### src/rtl/us_delay_pkg.sv
// ---------------------------------------------------------------------------
// us_delay_pkg
// Shared definitions for the microsecond delay controller: the controller
// state encoding and the default width of the microsecond count.
// ---------------------------------------------------------------------------
package us_delay_pkg;

   // Default width of the microsecond delay count (about 1 s of range).
   localparam int US_DELAY_CNT_W_DEFAULT = 20;

   // Controller states.
   typedef enum logic [1:0] {
      IDLE = 2'd0,
      RUN  = 2'd1,
      FIN  = 2'd2
   } us_delay_state_e;

endpackage : us_delay_pkg

### src/rtl/us_delay_ctrl.sv
// ---------------------------------------------------------------------------
// us_delay_ctrl
// Microsecond delay controller. It accepts a start request with a delay
// length in microseconds, enables the upstream 1 us timer while the delay
// runs, counts its ticks down and pulses done once at expiry.
//
// Optional feature (macro US_DELAY_CTRL_RELOAD_EN):
//   Adds the periodic input. A delay started with periodic=1 reloads itself
//   from the latched length at every expiry, pulsing done each period and
//   staying busy until abort or reset.
//
// Ports:
//   clk_36MHz  in   1      sole clock, rising edge
//   reset      in   1      synchronous active-high reset
//   tick_1us   in   1      one-cycle 1 us tick from the upstream timer
//   tick_en    out  1      enables the upstream timer while a delay runs
//   start      in   1      one-cycle request to begin a delay
//   delay_us   in   CNT_W  delay length, sampled on an accepted start
//   abort      in   1      cancels a running delay
//   periodic   in   1      (RELOAD_EN only) auto-reload request, sampled with start
//   busy       out  1      delay in progress
//   done       out  1      one-cycle pulse at delay expiry
//   remaining  out  CNT_W  microseconds left in the current delay
// ---------------------------------------------------------------------------
module us_delay_ctrl
   import us_delay_pkg::*;
#(
   parameter int CNT_W = US_DELAY_CNT_W_DEFAULT
) (
   input  logic             clk_36MHz,
   input  logic             reset,
   input  logic             tick_1us,
   output logic             tick_en,
   input  logic             start,
   input  logic [CNT_W-1:0] delay_us,
   input  logic             abort,
`ifdef US_DELAY_CTRL_RELOAD_EN
   input  logic             periodic,
`endif
   output logic             busy,
   output logic             done,
   output logic [CNT_W-1:0] remaining
);

   localparam logic [CNT_W-1:0] CNT_ZERO = {CNT_W{1'b0}};
   localparam logic [CNT_W-1:0] CNT_ONE  = CNT_W'(1);

   us_delay_state_e  state_q, state_d;
   logic [CNT_W-1:0] rem_q, rem_d;
`ifdef US_DELAY_CTRL_RELOAD_EN
   logic             periodic_q, periodic_d;
   logic [CNT_W-1:0] reload_q, reload_d;
   logic             pulse_q, pulse_d;
`endif

   // State and datapath registers; reset overrides every other input.
   always_ff @(posedge clk_36MHz) begin
      if (reset) begin
         state_q    <= IDLE;
         rem_q      <= CNT_ZERO;
`ifdef US_DELAY_CTRL_RELOAD_EN
         periodic_q <= 1'b0;
         reload_q   <= CNT_ZERO;
         pulse_q    <= 1'b0;
`endif
      end else begin
         state_q    <= state_d;
         rem_q      <= rem_d;
`ifdef US_DELAY_CTRL_RELOAD_EN
         periodic_q <= periodic_d;
         reload_q   <= reload_d;
         pulse_q    <= pulse_d;
`endif
      end
   end

   // Next-state and countdown logic.
   always_comb begin
      state_d    = state_q;
      rem_d      = rem_q;
`ifdef US_DELAY_CTRL_RELOAD_EN
      periodic_d = periodic_q;
      reload_d   = reload_q;
      pulse_d    = 1'b0;
`endif
      case (state_q)
         IDLE: begin
            // Abort wins over a coincident start; ticks are ignored here.
            if (start && !abort) begin
               rem_d = delay_us;
`ifdef US_DELAY_CTRL_RELOAD_EN
               periodic_d = periodic;
               reload_d   = delay_us;
`endif
               // A zero-length delay skips RUN and expires immediately.
               if (delay_us != CNT_ZERO) begin
                  state_d = RUN;
               end else begin
                  state_d = FIN;
               end
            end else begin
               state_d = IDLE;
            end
         end
         RUN: begin
            // Abort beats a simultaneous tick and produces no done.
            if (abort) begin
               state_d = IDLE;
               rem_d   = CNT_ZERO;
            end else if (tick_1us) begin
               // remaining is always >= 1 in RUN, so this never underflows.
               if (rem_q > CNT_ONE) begin
                  rem_d = rem_q - CNT_ONE;
               end else begin
`ifdef US_DELAY_CTRL_RELOAD_EN
                  if (periodic_q) begin
                     rem_d   = reload_q;
                     pulse_d = 1'b1;
                  end else begin
                     rem_d   = CNT_ZERO;
                     state_d = FIN;
                  end
`else
                  rem_d   = CNT_ZERO;
                  state_d = FIN;
`endif
               end
            end else begin
               rem_d = rem_q;
            end
         end
         FIN: begin
            state_d = IDLE;
         end
         default: begin
            state_d = IDLE;
            rem_d   = CNT_ZERO;
         end
      endcase
   end

   // Outputs decode registered state only, so they are glitch-free.
   always_comb begin
      busy      = (state_q == RUN);
      tick_en   = (state_q == RUN);
      remaining = rem_q;
`ifdef US_DELAY_CTRL_RELOAD_EN
      done      = (state_q == FIN) || pulse_q;
`else
      done      = (state_q == FIN);
`endif
   end

endmodule : us_delay_ctrl

### config.mk
export PLATFORM = sky130hd
export DESIGN_NAME = us_delay_ctrl
export DESIGN_NICKNAME = d
export VERILOG_FILES = /design/src/rtl/us_delay_pkg.sv /design/src/rtl/us_delay_ctrl.sv
export SDC_FILE = /design/constraint.sdc
export NUM_CORES = 1
export LEC_CHECK = 0
export ABC_AREA = 1
export CORE_UTILIZATION = 31
export DETAILED_ROUTE_END_ITERATION = 12
export HOLD_SLACK_MARGIN = 0.03
export PLACE_DENSITY = 0.61
export SYNTH_ARGS = -nofsm -noshare
export SYNTH_HDL_FRONTEND = slang
export SYNTH_SLANG_ARGS = --single-unit
### constraint.sdc
create_clock -name clk_36MHz -period 4.5 [get_ports clk_36MHz]
set_input_delay 0.45 -clock clk_36MHz [delete_from_list [all_inputs] [get_ports clk_36MHz]]
set_output_delay 0.45 -clock clk_36MHz [all_outputs]
set_load 0.01 [all_outputs]
# Yosys cells after proc, flatten, opt, wreduce, memory -nomap -nowiden
# Cells that the tools add are included.
# W data, S select, Z words.
[classes]
n_addsub = 1
eq_ne = 5
order_cmp = 1
n_mux = 11
shifts = 0
n_bitwise = 1
reduce_logical = 6
mul = 0
n_div = 0
[op_table]
columns = ["cell", "n"]
rows = [
  ["$mux W20", 4],
  ["$pmux W20 S3", 1],
  ["$gt A20 B1 Y1 const B", 1],
  ["$reduce_bool A20 Y1", 1],
  ["$sub A20 B1 Y20 const B", 1],
  ["$mux W2", 5],
  ["$ne A3 B3 Y1 const B", 2],
  ["$pmux W2 S2", 1],
  ["$reduce_and A3 Y1", 1],
  ["$eq A2 B1 Y1 const B", 1],
  ["$eq A2 B2 Y1 const B", 1],
  ["$logic_not A2 Y1", 1],
  ["$ne A2 B2 Y1 const B", 1],
  ["$reduce_and A2 Y1", 1],
  ["$logic_and A1 B1 Y1", 1],
  ["$logic_not A1 Y1", 1],
  ["$not A1 Y1", 1],
]
[totals]
mem_count = 0
mem_bits_ro = 0
ff_bits = 22
latchBits = 0
mem_bits_rw = 0
input_bits = 25

# Depth between registers and ports, before layout
# Gate-level depths: netlist of run 1.
[depth]
word_depth = 5
depth_mapped = 11
mapped_depth_nobuf = 11

# Worst setup path before layout of run 1
# Ideal clock, no wire load.
[synth_path]
path_type = "register to register"
start = "register rem_q[0] (netlist: remaining[0])"
end = "register rem_q[14] (netlist: remaining[14])"
n_path_buf = 1
stages_incl_launch_ff = 11
slack_ps = 2910
synth_period_minus_slack_ps = 1590
setup_ps = 70
arrival_time_ps = 1520
cell_sequence = "dfxtp_1 -> inv_1 -> ha_1 -> nand2_1 -> inv_1 -> nand3_1 -> nand3_1 -> buf_2 -> o21ai_0 -> nand2_1 -> a21oi_1"
[synth_via]
elab_chain_len = 5
word_cells_on_any_way = 6
cone_classes = "add/sub (1); order compare (1); mux (4)"
[synth_lines]
columns = ["element", "line", "text"]
rows = [
  ["start: declaration", "us_delay_ctrl.sv:49", "logic [CNT_W-1:0] rem_q, rem_d;"],
  ["start signal: assignment", "us_delay_ctrl.sv:68", "rem_q <= rem_d;"],
  ["$sub A20 B1 Y20 / $gt A20 B1 Y1 (equally long branches)", "us_delay_ctrl.sv:113, us_delay_ctrl.sv:112", ""],
  ["$mux W20 (*)", "us_delay_ctrl.sv:112", "if (rem_q > CNT_ONE) begin"],
  ["$mux W20 (*)", "us_delay_ctrl.sv:110", "end else if (tick_1us) begin"],
  ["$mux W20 (*)", "us_delay_ctrl.sv:107", "if (abort) begin"],
  ["$pmux W20 S3 (*)", "us_delay_ctrl.sv:86", "case (state_q)"],
]
# Every way passes the cells marked *; elsewhere a longest branch is shown, timed or not. The select of a mux whose other input is x is not followed.
# A chain may end at the register's enable or synchronous reset.

# Worst setup path after layout of run 1
[layout_path]
start = "input port abort"
end = "register rem_q[10] (netlist: remaining[10])"
[layout_via]
elab_chain_len = 4
word_cells_on_any_way = 7
cone_classes = "eq/ne (2); mux (2); reduce/logical (3)"
[layout_lines]
columns = ["element", "line", "text"]
rows = [
  ["start: declaration", "us_delay_ctrl.sv:36", "input logic abort,"],
  ["$logic_not A1 Y1", "us_delay_ctrl.sv:89", "if (start && !abort) begin"],
  ["$logic_and A1 B1 Y1", "us_delay_ctrl.sv:89", ""],
  ["$ne A2 B2 Y1 (no line)", "-", ""],
  ["$reduce_and A3 Y1 (no line)", "-", ""],
]
# Several ways; a longest one is shown, not always the timed one.

==> results.py, run 1 <==
metrics = {
    "status": {
        "status": "complete, no violations",
    },
    "place": {
        "finalWeightedCongestion": 0.865,
        "pre_cts_ws_ns": 1.73,
        "place_hpwl_um": 3840,
        "numPortBuffers": 47,
    },
    "floorplanning": {
        "dieArea_um2": 5590,
        "core_um2": 5110,
        "start_util_pct": 32.2,
        "die_y_um": 74.8,
        "num_rows": 26,
        "io_pins": 48,
        "die_x_um": 74.8,
    },
    "drt": {
        "wl_per_cell_um": 12.4,
        "drtAntennaViolNets": 0,
        "via_count": 1866,
        "met2_wirelength_um": 2280,
        "first_pass_iters": 4,
        "wl_um": 4940,
        "viasPerCell": 4.68,
        "wl_met3_um": 261,
        "top_layer": "met4",
        "drc_errors": 0,
        "drtIter0Drc": 111,
        "wl_met1_um": 2390,
    },
    "clock_tree": {
        "clk-insertion-delay-late_ns": 0.27,
        "cts_buffers": 3,
        "clkSinkCount": 22,
        "cts_setup_buffers": 0,
        "ctsResizeCount": 0,
        "clk_path_buf_depth": 2,
        "cts_tree": "done",
        "postCtsHoldBufs": 0,
        "cts-root-buf": "clkbuf_8",
        "cts-htree-levels": 1,
        "clk_pin_slew_ns": 0.09,
    },
    "cells_and_area": {
        "drive_gt1_share_pct": 4.56,
        "syn_to_final_growth_pct": 34.6,
        "fin_nets": 357,
        "nFillCells": 567,
        "antenna_cells": 0,
    },
    "critical_path": {
        "cp-start-kind": "primary input",
        "cp.required_ns": 4.68,
        "path_max_fanout": 21,
        "reg2reg_slack_ns": 2.15,
        "path_class": "primary input to flop",
        "end_kind": "flop",
        "arrival_ns": 2.68,
    },
    "yosys": {
        "synth_edf_count": 0,
        "syn_nets": 314,
        "synth.largest_area_cell": "nand2_1",
        "synthTopCellsByCount": "124 x nand2_1, 36 x nor2_1, 22 x dfxtp_1",
        "ys_seq_area_share_pct": 26.8,
        "synthTopCellsByArea": "nand2_1 28%, dfxtp_1 27%, nor2_1 8.2%",
        "async_reset_ff_share_pct": 0,
        "yosys_warnings": 0,
        "synthFlopType": "dfxtp_1",
        "synthCells": 287,
        "ys_ff_latch": 22,
        "synth_top_cell_area_share_pct": 28.3,
        "syn_area_um2": 1640,
        "synth.distinct_cells": 24,
        "yosysMostFrequentCell": "nand2_1",
        "syn_area_per_cell_um2": 5.72,
    },
    "timing": {
        "rsz0062_at_grt": "no",
        "fmax_mhz": 400,
        "fin_skew_ns": 0.0100,
        "slew_violations": 0,
        "max_slew_margin_pct": 44.8,
        "layout_setup_ws_ns": 2.00,
        "tns_ns": 0,
        "worstMarginPinSlew_ns": 0.827,
        "setup_viol": 0,
        "fin_crit_ns": 2.50,
        "min_period_over_period_pct": 55.5,
        "hold_viol_final": 0,
    },
    "global_route": {
        "grt_max_degree": 22,
        "grt_usage_pct": 19.1,
        "grt_pass1_vias": 1735,
        "grt_pass1_wl_um": 8110,
        "antenna_found_initial": 0,
        "grt_overflow_total": 0,
    },
    "power": {
        "p_per_area_nw_per_um2": 308,
        "p_sw_share_pct": 38.6,
        "internal_power_uw": 419,
        "clock_power_share_pct": 21.2,
        "power.leakage_uw": 0.000988,
        "p_seq_share_pct": 34.7,
        "p_switching_uw": 263,
        "power_frac_comb_pct": 44.1,
        "irDropWorstVdd_mv": 0.116,
    },
    "min_path": {
        "min_path_type": "flop to flop",
    },
    "flow_run": {
        "drv_cap": 0,
    },
}
flip-flops by register name, summed over array words and instances, names as in the netlist:
signal	flops
remaining	20
state_q	2
worst paths after layout:
| check | startpoint | to | cells past startpoint |
|---|---|---|---|
| worst max-delay path | abort | remaining[10] | 8 |
| worst min-delay path | remaining[1] | remaining[1] | 2 |
| worst max register to register | state_q[1] | remaining[10] | 7 |
| worst min register to register | remaining[1] | remaining[1] | 2 |
final cells by class:
| cell class | count | area [um^2] | share of cell area, % |
|---|---|---|---|
| multi-input cells | 235 | 1070 | 48.6 |
| flip-flops and latches | 22 | 440 | 19.9 |
| inverters | 20 | 75.1 | 3.40 |
| repair buffers | 48 | 478 | 21.6 |
| well taps | 70 | 87.6 | 3.96 |
| clock buffers | 4 | 55.1 | 2.49 |
per-stage QoR:
step / area, um^2 / cells / util (%) / power (uW) / hold WS, ns
floorplan: 1640 / 287 / - / 442 / 0.511
global placement: 2160 / 395 / 42.2 / 541 / 0.501
detailed placement: 2160 / 395 / 42.2 / 541 / 0.519
CTS: 2210 / 399 / 43.3 / 687 / 0.534
global route: 2210 / 399 / 43.3 / 741 / 0.567
finish: 2210 / 399 / 43.3 / 682 / 0.529
power by group through the flow:
stage	Sequential (uW)	Clock, uW	Combinational (uW)
3_5_place_dp	242	0	299
6_report	237	144	301
5_1_grt	240	159	341
4_1_cts	237	149	301
3_3_place_gp	242	0	299
2_1_floorplan	242	0	201
cell usage in the layout, fill, tap and decap left out:
cell type          n
a21oi_1           21
and3_1             1
buf_4              1
clkbuf_8           4
clkdlybuf4s50_1   47
dfxtp_1           22
ha_1               2
inv_1             18
inv_2              2
nand2_1          124
nand2_2            1
nand3_1           11
nand3b_1           1
nand3b_2           1
nand4_1            2
nor2_1            36
nor2_2             3
nor2_4             2
nor3_1             1
nor4_1             4
o21ai_0           12
or2_4              1
xnor2_1            7
xor2_1             5
metal layers:
metal,GRT usage (%),vias to the layer above
met4,4.61,0
met3,2.01,2
met2,31.8,56
met1,26.5,825
met5,0,-
li1,-,983
cell families after synthesis:
logic type,after synthesis,synth area share [%]
xor gates and xnor gates,12,6.40
AOI/OAI and AO/OA,33,10.1
DFF,22,26.8
and+or+nand+nor,188,47.4
adders and majority gates,2,1.52
buffers and inverters,30,7.77
critical path, stage by stage:
cell and delay [ns]:
clkdlybuf4s50_1 0.51, nor2_2 0.07, inv_2 0.08, or2_4 0.12, nand3b_2 0.37, nor2_2 0.79, nand2_1 0.13, a21oi_1 0.14
Note: power is estimated with default switching activity, not from simulation.
==> run 2: changes to the inputs <==
PLACE_DENSITY = 0.63   (was 0.61)
clock period = 2.2 ns   (was 4.5 ns; I/O delays follow)
==> run 2 against run 1 <==
Flip-flop and latch count did not move; wire length rose by 0.65%; design area rose by 1.4%; combinational power rose by 110%.
==> results.py, run 2 (synthesis results as in run 1) <==
metrics = {
    "drt": {
        "viasPerCell": 4.72,
        "wl_met3_um": 280,
        "wl_met1_um": 2340,
        "via_count": 1901,
        "wl_per_cell_um": 12.3,
        "top_layer": "met4",
        "first_pass_iters": 5,
        "drtIter0Drc": 134,
        "met2_wirelength_um": 2310,
        "drtAntennaViolNets": 0,
        "wl_um": 4970,
        "drc_errors": 0,
    },
    "global_route": {
        "grt_pass1_wl_um": 8010,
        "grt_max_degree": 22,
        "antenna_found_initial": 0,
        "grt_usage_pct": 18.8,
        "grt_pass1_vias": 1767,
        "grt_overflow_total": 0,
    },
    "cells_and_area": {
        "fin_nets": 361,
        "design_area_um2": 2240,
        "layout_commonest_cell": "nand2_1",
        "largest_reg_flops": 20,
        "drive_gt1_share_pct": 5.71,
        "antenna_cells": 0,
        "layout_common_cells": "124 x nand2_1, 47 x clkdlybuf4s50_1, 36 x nor2_1, 22 x dfxtp_1, 21 x a21oi_1",
        "nFillCells": 560,
        "fin_cells": 403,
        "syn_to_final_growth_pct": 36.4,
    },
    "timing": {
        "rsz0062_at_grt": "no",
        "fin_crit_ns": 1.81,
        "slew_violations": 0,
        "max_slew_margin_pct": 74.4,
        "tns_ns": 0,
        "hold_viol_final": 0,
        "fin_skew_ns": 0.00296,
        "fmax_mhz": 554,
        "hold_ws_ns": 0.504,
        "setup_viol": 0,
        "worstMarginPinSlew_ns": 0.382,
        "min_period_over_period_pct": 82.1,
    },
    "status": {
        "status": "complete, no violations",
    },
    "min_path": {
        "min_path_type": "flop to flop",
        "hold_end": "remaining[1]",
        "worstHoldStart": "remaining[1]",
        "whs_path_depth": 2,
    },
    "clock_tree": {
        "cts_buffers": 3,
        "postCtsHoldBufs": 0,
        "cts-root-buf": "clkbuf_8",
        "cts_setup_buffers": 0,
        "cts-htree-levels": 1,
        "clkSinkCount": 22,
        "ctsResizeCount": 0,
        "clk_path_buf_depth": 2,
        "clk-insertion-delay-late_ns": 0.26,
        "cts_tree": "done",
        "clk_pin_slew_ns": 0.08,
    },
    "critical_path": {
        "r2r_start": "remaining[1]",
        "path_max_fanout": 12,
        "rr_worst_depth": 9,
        "cp-start-kind": "flop",
        "worstReg2RegEnd": "remaining[6]",
        "arrival_ns": 2.00,
        "cp.required_ns": 2.40,
        "end_kind": "flop",
        "path_class": "flop to flop",
        "reg2reg_slack_ns": 0.39,
    },
    "power": {
        "p_per_area_nw_per_um2": 629,
        "irDropWorstVdd_mv": 0.238,
        "total_power_uw": 1410,
        "power.leakage_uw": 0.00101,
    },
    "floorplanning": {
        "dieArea_um2": 5590,
        "start_util_pct": 32.2,
        "num_rows": 26,
        "io_pins": 48,
        "die_x_um": 74.8,
        "die_y_um": 74.8,
        "core_um2": 5110,
    },
    "place": {
        "numPortBuffers": 47,
        "finalWeightedCongestion": 0.900,
        "place_hpwl_um": 3810,
        "placedCellCount": 399,
        "dpl_cell_area_um2": 2190,
    },
    "flow_run": {
        "drv_cap": 0,
    },
}
==> run 2: where the power goes <==
| part | leakage [uW] | internal [uW] | switching (uW) |
|---|---|---|---|
| logic | 0.000799 | 274 | 357 |
| clock network | 0.0000288 | 160 | 137 |
| registers | 0.000180 | 432 | 50.7 |
==> run 2: cell type report <==
class / count / area (um^2) / area share [%]
flip-flops and latches: 22 / 440 / 19.7
well taps: 70 / 87.6 / 3.91
inverters: 20 / 75.1 / 3.35
clock buffers: 4 / 55.1 / 2.46
repair buffers: 52 / 508 / 22.7
multi-input cells: 235 / 1070 / 48.0
==> run 2: how the worst max path moves through the flow <==
| stage | start | to | slack, ns |
|---|---|---|---|
| 4_1_cts | remaining[1] | remaining[6] | 0.36 |
| 3_3_place_gp | abort | remaining[0] | 0.37 |
| 5_1_grt | remaining[1] | remaining[8] | 0.17 |
| 3_5_place_dp | abort | remaining[6] | 0.33 |
| 2_1_floorplan | remaining[0] | remaining[14] | 0.61 |
| 6_report | remaining[1] | remaining[6] | 0.39 |
==> run 2: worst max-delay path, cell delays in order, from the launching register on <==
cell and delay [ns]:
dfxtp_1 0.38, inv_1 0.07, ha_1 0.22, nand2_1 0.13, inv_1 0.07, nand3_1 0.10
nand3_1 0.29, o21ai_0 0.28, nand2_1 0.07, a21oi_1 0.13
==> run 2: per-layer routing <==
layer | track usage (%) | up-vias
met3 | 2.14 | 4
met4 | 4.82 | 0
li1 | - | 992
met5 | 0 | -
met1 | 25.1 | 847
met2 | 32.0 | 58
==> run 2: stage by stage <==
stage	utilization [%]	setup WS (ns)
final	43.9	0.394
after global routing	43.9	0.171
after CTS	43.9	0.358
after detailed placement	42.8	0.330
after global placement	42.8	0.368
after floorplan	-	0.610
==> run 3: changes to the inputs <==
PLACE_DENSITY = 0.61   (was 0.63)
clock period = 1.9 ns   (was 2.2 ns; I/O delays follow)
==> run 3 against run 2 <==
Register-to-register slack worse by 0.16 ns; first-iteration DRC count down 4.5%; non-clock buffer count up 10; sequential share of layout area down 0.63 points; clock power about the same; largest power group unchanged; core utilization up 1.4 points; worst hold slack better by 0.0054 ns.
==> results.py, run 3 (synthesis results as in run 1) <==
metrics = {
    "cells_and_area": {
        "layout_commonest_cell": "nand2_1",
        "antenna_cells": 0,
        "largest_reg_flops": 20,
        "layout_common_cells": "124 x nand2_1, 47 x clkdlybuf4s50_1, 36 x nor2_1, 22 x dfxtp_1, 21 x a21oi_1",
        "fin_nets": 371,
        "ff_latch_area_um2": 440,
        "multi_input_area_um2": 1070,
        "design_area_um2": 2310,
        "drive_gt1_share_pct": 8.19,
        "syn_to_final_growth_pct": 40.9,
        "nFillCells": 570,
    },
    "drt": {
        "drc_errors": 0,
        "wl_um": 5170,
        "via_count": 1949,
        "drtAntennaViolNets": 0,
        "first_pass_iters": 4,
        "drtIter0Drc": 128,
        "viasPerCell": 4.73,
        "wl_per_cell_um": 12.6,
    },
    "clock_tree": {
        "cts-htree-levels": 1,
        "clk-insertion-delay-late_ns": 0.26,
        "cts_tree": "done",
        "cts_setup_buffers": 0,
        "postCtsHoldBufs": 0,
        "clk_path_buf_depth": 2,
        "clkSinkCount": 22,
        "cts_buffers": 3,
        "cts-root-buf": "clkbuf_8",
        "ctsResizeCount": 0,
        "clk_pin_slew_ns": 0.08,
    },
    "power": {
        "p_per_area_nw_per_um2": 702,
        "power.leakage_uw": 0.00105,
        "irDropWorstVdd_mv": 0.310,
        "total_power_uw": 1630,
    },
    "floorplanning": {
        "io_pins": 48,
        "die_x_um": 74.8,
        "dieArea_um2": 5590,
        "core_um2": 5110,
        "die_y_um": 74.8,
        "start_util_pct": 32.2,
        "num_rows": 26,
    },
    "global_route": {
        "antenna_found_initial": 0,
        "grt_max_degree": 22,
        "grt_usage_pct": 19.2,
        "grt_overflow_total": 0,
        "grt_pass1_wl_um": 8210,
        "grt_pass1_vias": 1784,
    },
    "timing": {
        "rsz0062_at_grt": "no",
        "tns_ns": 0,
        "layout_setup_ws_ns": 0.230,
        "min_period_over_period_pct": 87.9,
        "setup_viol": 0,
        "fmax_mhz": 599,
        "fin_skew_ns": 0.00281,
        "max_slew_margin_pct": 74.9,
        "worstMarginPinSlew_ns": 0.373,
        "hold_viol_final": 0,
        "slew_violations": 0,
        "fin_crit_ns": 1.67,
    },
    "flow_run": {
        "drv_cap": 0,
    },
    "critical_path": {
        "crit_start": "remaining[1]",
        "cp-start-kind": "flop",
        "end_kind": "flop",
        "worstSetupEndpoint": "remaining[11]",
        "worstReg2RegEnd": "remaining[11]",
        "arrival_ns": 1.87,
        "crit_path_top_delay_cell": "dfxtp_1",
        "r2r_start": "remaining[1]",
        "path_max_fanout": 9,
        "rr_worst_depth": 11,
        "crit_buf_inv": 2,
        "path_depth": 11,
        "path_cells": "inv_1, ha_1, nand2_1, inv_1, nand3_1, nand2_1, nor2_4, nand2_1, nand2_1, nand2_1, a21oi_1",
        "reg2reg_slack_ns": 0.23,
        "path_class": "flop to flop",
        "cpPeakStageDelay_ns": 0.38,
        "cp.required_ns": 2.10,
        "critPathTopFamily": "simple AND/OR/NAND/NOR gates",
        "worst_path_most_repeated_cell": "nand2_1",
    },
    "status": {
        "status": "complete, no violations",
    },
    "place": {
        "finalWeightedCongestion": 0.829,
        "place_hpwl_um": 4060,
        "dpl_cell_area_um2": 2270,
        "pre_cts_ws_ns": 0.204,
        "numPortBuffers": 47,
    },
    "min_path": {
        "min_path_type": "flop to flop",
    },
}
[run 3: worst reg2reg max path, stage by stage, from the launching register on]
cell	delay (ns)
dfxtp_1	0.38
inv_1	0.08
ha_1	0.23
nand2_1	0.10
inv_1	0.06
nand3_1	0.11
nand2_1	0.09
nor2_4	0.22
nand2_1	0.08
nand2_1	0.07
nand2_1	0.06
a21oi_1	0.12
[run 3: layout make-up]
| cell class | count | share of cell area, % |
|---|---|---|
| multi-input cells | 235 | 46.4 |
| clock buffers | 3 | 1.78 |
| inverters | 20 | 3.24 |
| flip-flops and latches | 22 | 19.0 |
| well taps | 70 | 3.78 |
| repair buffers | 62 | 25.7 |
[run 3: through the flow]
step	cells	hold slack, ns	util, %
3_5_place_dp	409	0.500	44.5
3_3_place_gp	409	0.500	44.5
2_1_floorplan	287	0.343	-
5_1_grt	412	0.552	45.3
6_report	412	0.509	45.3
4_1_cts	412	0.514	45.3
[run 3: worst min path at each step]
| stage | to | startpoint | cells past startpoint | slack, ns |
|---|---|---|---|---|
| after floorplan | state_q[0] | reset | 3 | 0.34 |
| after global placement | remaining[1] | remaining[1] | 2 | 0.50 |
| after detailed placement | remaining[1] | remaining[1] | 2 | 0.50 |
| after CTS | remaining[1] | remaining[1] | 2 | 0.51 |
| after global routing | remaining[1] | remaining[1] | 2 | 0.55 |
| final | remaining[1] | remaining[1] | 2 | 0.51 |
[run 3: where the power goes]
part           total, uW  internal [uW]  switching [uW]  leakage (uW)
sequential           546            500            46.2      0.000180
clock                293            142             152     0.0000216
combinational        787            352             434      0.000852
[run 3: per-layer routing]
| layer | track usage, % | up-vias | share of wire, % |
|---|---|---|---|
| met3 | 1.34 | 5 | 5.6 |
| met5 | 0 | - | 0 |
| li1 | - | 1012 | - |
| met2 | 33.0 | 66 | 46 |
| met4 | 4.40 | 0 | 0.99 |
| met1 | 26.2 | 866 | 47 |
==> patch 1 (config.mk and constraints of run 2) <==
Build with the macro `US_DELAY_CTRL_RELOAD_EN` defined.
--- a/src/rtl/us_delay_ctrl.sv
+++ b/src/rtl/us_delay_ctrl.sv
@@ -22,6 +22,8 @@
 //   done       out  1      one-cycle pulse at delay expiry
 //   remaining  out  CNT_W  microseconds left in the current delay
 // ---------------------------------------------------------------------------
+`define US_DELAY_CTRL_RELOAD_EN
+
 module us_delay_ctrl
    import us_delay_pkg::*;
 #(
Ports: changed (added periodic); port bits go from 48 to 49. No check against the original RTL was run, so the function may have changed too.
==> patch 1 against run 2 <==
- critical path depth is 5 higher
- sequential cell count is 22 higher
- setup slack got worse by 0.21 ns
- routed wire length grew 66%
- synthesized area up 68%
- highest routed layer unchanged
- critical path type unchanged
- final area is 55% higher
- sequential share of layout area up 5.7 points
- power rose by 72%
- hold slack worse by 0.046 ns
- largest cell class unchanged
- sequential power rose by 89%
- global-route usage up 0.060 points
==> patch 1: results <==
detailed_routing:
  wl_met1_um: 3857
  met2_length_um: 3746
  vias: 2999
  wl_met3_um: 537
  avgViaCountPerCell: 4.853
  wire_per_inst_um: 13.35
  highest_layer: "met4"
  drtIter0Drc: 203
placement:
  hpwlAfterDp_um: 6236
  io_buffers: 48
  placed_cells: 611
  gp_congestion: 0.8556
  placed_cell_area_um2: 3398
  place_ws_ns: 0.04351
cts:
  clock-root-buffer: "clkbuf_8"
  clock_latency_ns: 0.29
  cts_max_level: 2
  cts.reportedPaths.clkPinSlew_ns: 0.09
  cts_made_buffers: 5
grt:
  grt_pass1_vias: 2713
  met2_usage: 0.2991
  grt_pass1_wl_um: 13430
  antenna_found_initial: 0
  met3_usage: 0.02660
  use_met1: 0.2650
  grt.total_usage: 0.1881
  grt_max_degree: 24
layout:
  diodes: 0
  fill_cells: 939
  drive_gt1_frac: 0.08431
  nNetsFinal: 538
min_path:
  hold_path_class: "reg -> reg"
synthesis:
  synth_cells: 457
  synth_common_cells: "nand2_1 (155), nor2_1 (70), dfxtp_1 (44)"
  synthDistinctLibCells: 34
  syn-num-nets: 485
  synth_seq_area_share: 0.3188
  yosys-top-cells-area: "dfxtp_1 (32%), nand2_1 (21%), nor2_1 (9.5%)"
worst_setup_path:
  arrival_ns: 2.25
  path_max_fanout: 12
  slowest_delay_ns: 0.39
pwr:
  power_leakage_nw: 1.589
  peakVddDrop_mv: 0.3006
  netSwitchingPower_mw: 0.9521
sta:
  fin_skew_ns: 0.008389
  slew_headroom: 0.6206
status:
  status: "finished clean"
==> patch 1: power groups by stage <==
| stage | logic [mW] | clock network (mW) | registers, mW |
|---|---|---|---|
| after floorplan | 0.670 | 0 | 0.937 |
| after global placement | 0.999 | 0 | 0.928 |
| after detailed placement | 1.00 | 0 | 0.929 |
| after CTS | 1.01 | 0.508 | 0.910 |
| after global routing | 1.14 | 0.540 | 0.918 |
| final | 1.01 | 0.497 | 0.910 |
==> patch 1: through the flow <==
step	hold slack (ns)	utilization	power [mW]
final	0.4578	0.4008	2.419
after global routing	0.4863	0.4008	2.594
after CTS	0.4616	0.4005	2.425
after detailed placement	0.4485	0.3916	1.930
after global placement	0.4429	0.3916	1.927
after floorplan	0.2977	-	1.607
==> patch 1: final timing paths <==
kind                                endpoint    startpoint  cells after the start  slack (ns)
worst min register to register   reload_q[7]   reload_q[7]                      2        0.46
worst max-delay path            remaining[7]  remaining[0]                     14        0.19
worst max register to register  remaining[7]  remaining[0]                     14        0.19
worst min-delay path             reload_q[7]   reload_q[7]                      2        0.46
==> patch 1: kinds of logic after synthesis <==
kind of cell | after synthesis | share of synthesized area
compound gates | 64 | 0.1250
xor+xnor | 6 | 0.01902
fa+ha+maj | 2 | 0.009057
simple gates | 280 | 0.4321
flops | 44 | 0.3188
buf+inv | 61 | 0.09601
==> patch 1: area by class of cell <==
type | instances | area (µm²) | share of cell area
clock buffers | 6 | 72.57 | 0.02086
well taps | 108 | 135.1 | 0.03885
multi-input cells | 352 | 1619 | 0.4655
clock inverters | 1 | 5.005 | 0.001439
repair buffers | 65 | 608.1 | 0.1748
flip-flops and latches | 44 | 880.8 | 0.2532
inverters | 42 | 157.7 | 0.04532
==> patch 1: what timing repair did <==
item                                    CTS  global route
endpoints found under the setup margin    0            13
buffers inserted                          0             0
resized for setup                         0             1
==> patch 2 (settings of run 2) <==
Without the edit above. The 3 states of `us_delay_state_e` get a one-hot encoding in 3 bits.
--- a/src/rtl/us_delay_pkg.sv
+++ b/src/rtl/us_delay_pkg.sv
@@ -9,10 +9,10 @@
    localparam int US_DELAY_CNT_W_DEFAULT = 20;
 
    // Controller states.
-   typedef enum logic [1:0] {
-      IDLE = 2'd0,
-      RUN  = 2'd1,
-      FIN  = 2'd2
+   typedef enum logic [2:0] {
+      IDLE = 3'b001,
+      RUN  = 3'b010,
+      FIN  = 3'b100
    } us_delay_state_e;
 
 endpackage : us_delay_pkg
Function: same outputs for any inputs over 10 cycles, from zero or initial values and one cycle with reset high; not proved beyond that.
==> patch 2 against run 2 <==
- synthesized area grew 2.0%
- final area grew 1.6%
- sequential cell count grew 1
- power shrank 11%
- count of clock-buffer cells in the layout is the same
- routed wire length grew 3.5%
- clock power shrank 8.8%
- combinational power shrank 21%
- setup slack gained 0.011 ns
- via count shrank 0.21%
- critical path type unchanged
==> patch 2: results <==
synthesis:
  post_synth.cell_area_avg_um2: 5.837
  yosys-top-cells-area: "dfxtp_1 (27%), nand2_1 (23%), nor2_1 (7.6%)"
  synthDistinctLibCells: 25
  synth_seq_area_share: 0.2748
  synth_common_cells: "nand2_1 (104), nor2_1 (34), inv_1 (26)"
  syn-num-nets: 314
placement:
  hpwlAfterDp_um: 4022
  placed_cell_area_um2: 2232
  gp_congestion: 0.8710
  placed_cells: 401
sta:
  fin_skew_ns: 0.005981
  slew_headroom: 0.6598
grt:
  grt_pass1_vias: 1695
  grt_max_degree: 21
  grt.total_usage: 0.1949
  grt_pass1_wl_um: 8314
detailed_routing:
  wl_met1_um: 2522
  drtIter0Drc: 120
  drt_first_pass_iters: 4
  wl_met3_um: 205
  met2_length_um: 2375
  vias: 1897
  wire_per_inst_um: 12.71
layout:
  nNetsFinal: 363
  drive_gt1_frac: 0.06567
  finalNonFillerCells: 405
cts:
  cts_resized: 0
  cts.reportedPaths.clkPinSlew_ns: 0.09
worst_setup_path:
  path_max_fanout: 10
pwr:
  power_leakage_nw: 1.016
  peakVddDrop_mv: 0.2067
min_path:
  hold_path_class: "reg -> reg"
status:
  status: "finished clean"
-- patch 2: changes by cell type after synthesis, sizes merged, moves of 2 or more --
cell and change:
xnor2 -3, nor2 -2, o21bai +4, nand4 +3, o21ai +5, nand2 -21, nand3 +2, nand3b -2
inv +11
-- patch 2: metal layers --
| metal | global-route usage | vias up |
|---|---|---|
| met3 | 0.02249 | 5 |
| met4 | 0.04321 | 0 |
| met2 | 0.3333 | 39 |
| li1 | - | 999 |
| met5 | 0 | - |
| met1 | 0.2634 | 854 |
-- patch 2: report_power, final --
group / switching, mW / total [mW] / internal (mW) / leakage (nW)
combinational: 0.282 / 0.498 / 0.216 / 0.805
sequential: 0.0387 / 0.482 / 0.443 / 0.188
clock: 0.140 / 0.270 / 0.130 / 0.0228
-- patch 2: worst paths after layout --
check | from | to | slack (ns) | cells after the start
worst max-delay path | remaining[0] | remaining[17] | 0.41 | 10
worst min-delay path | remaining[19] | remaining[19] | 0.51 | 2
worst max register to register | remaining[0] | remaining[17] | 0.41 | 10
worst min register to register | remaining[19] | remaining[19] | 0.51 | 2
-- patch 2: layout make-up --
cell class | count | area [µm²]
clock buffers | 4 | 45.04
fillers | 586 | 2863
inverters | 31 | 116.4
multi-input cells | 223 | 1045
flip-flops and latches | 23 | 460.4
well taps | 70 | 87.58
repair buffers | 54 | 523.0
-- patch 2: worst max-delay path, stage by stage, from the launching register on --
cell and delay (ns):
dfxtp_1 0.44, inv_2 0.06, ha_1 0.23, nand2_1 0.10
a21oi_1 0.08, nand2_1 0.10, nand2_1 0.14, buf_4 0.21
o21ai_0 0.18, nand2_1 0.08, a21oi_1 0.12
-- patch 2: logic make-up after synthesis --
family,after synthesis,synth area share
and+or+nand+nor,168,0.4220
AOI/OAI and AO/OA,43,0.1344
buffers and inverters,41,0.1016
DFF,23,0.2748
xor gates and xnor gates,10,0.05228
adders and majority gates,2,0.01493
-- patch 2: stage by stage --
step | power, mW | worst slack (ns) | hold WS [ns]
2_1_floorplan | 0.8024 | 0.5997 | 0.3396
6_report | 1.250 | 0.4058 | 0.5122
4_1_cts | 1.264 | 0.4036 | 0.5156
3_3_place_gp | 0.9857 | 0.3669 | 0.4965
5_1_grt | 1.351 | 0.1788 | 0.5457
3_5_place_dp | 0.9877 | 0.3294 | 0.5016
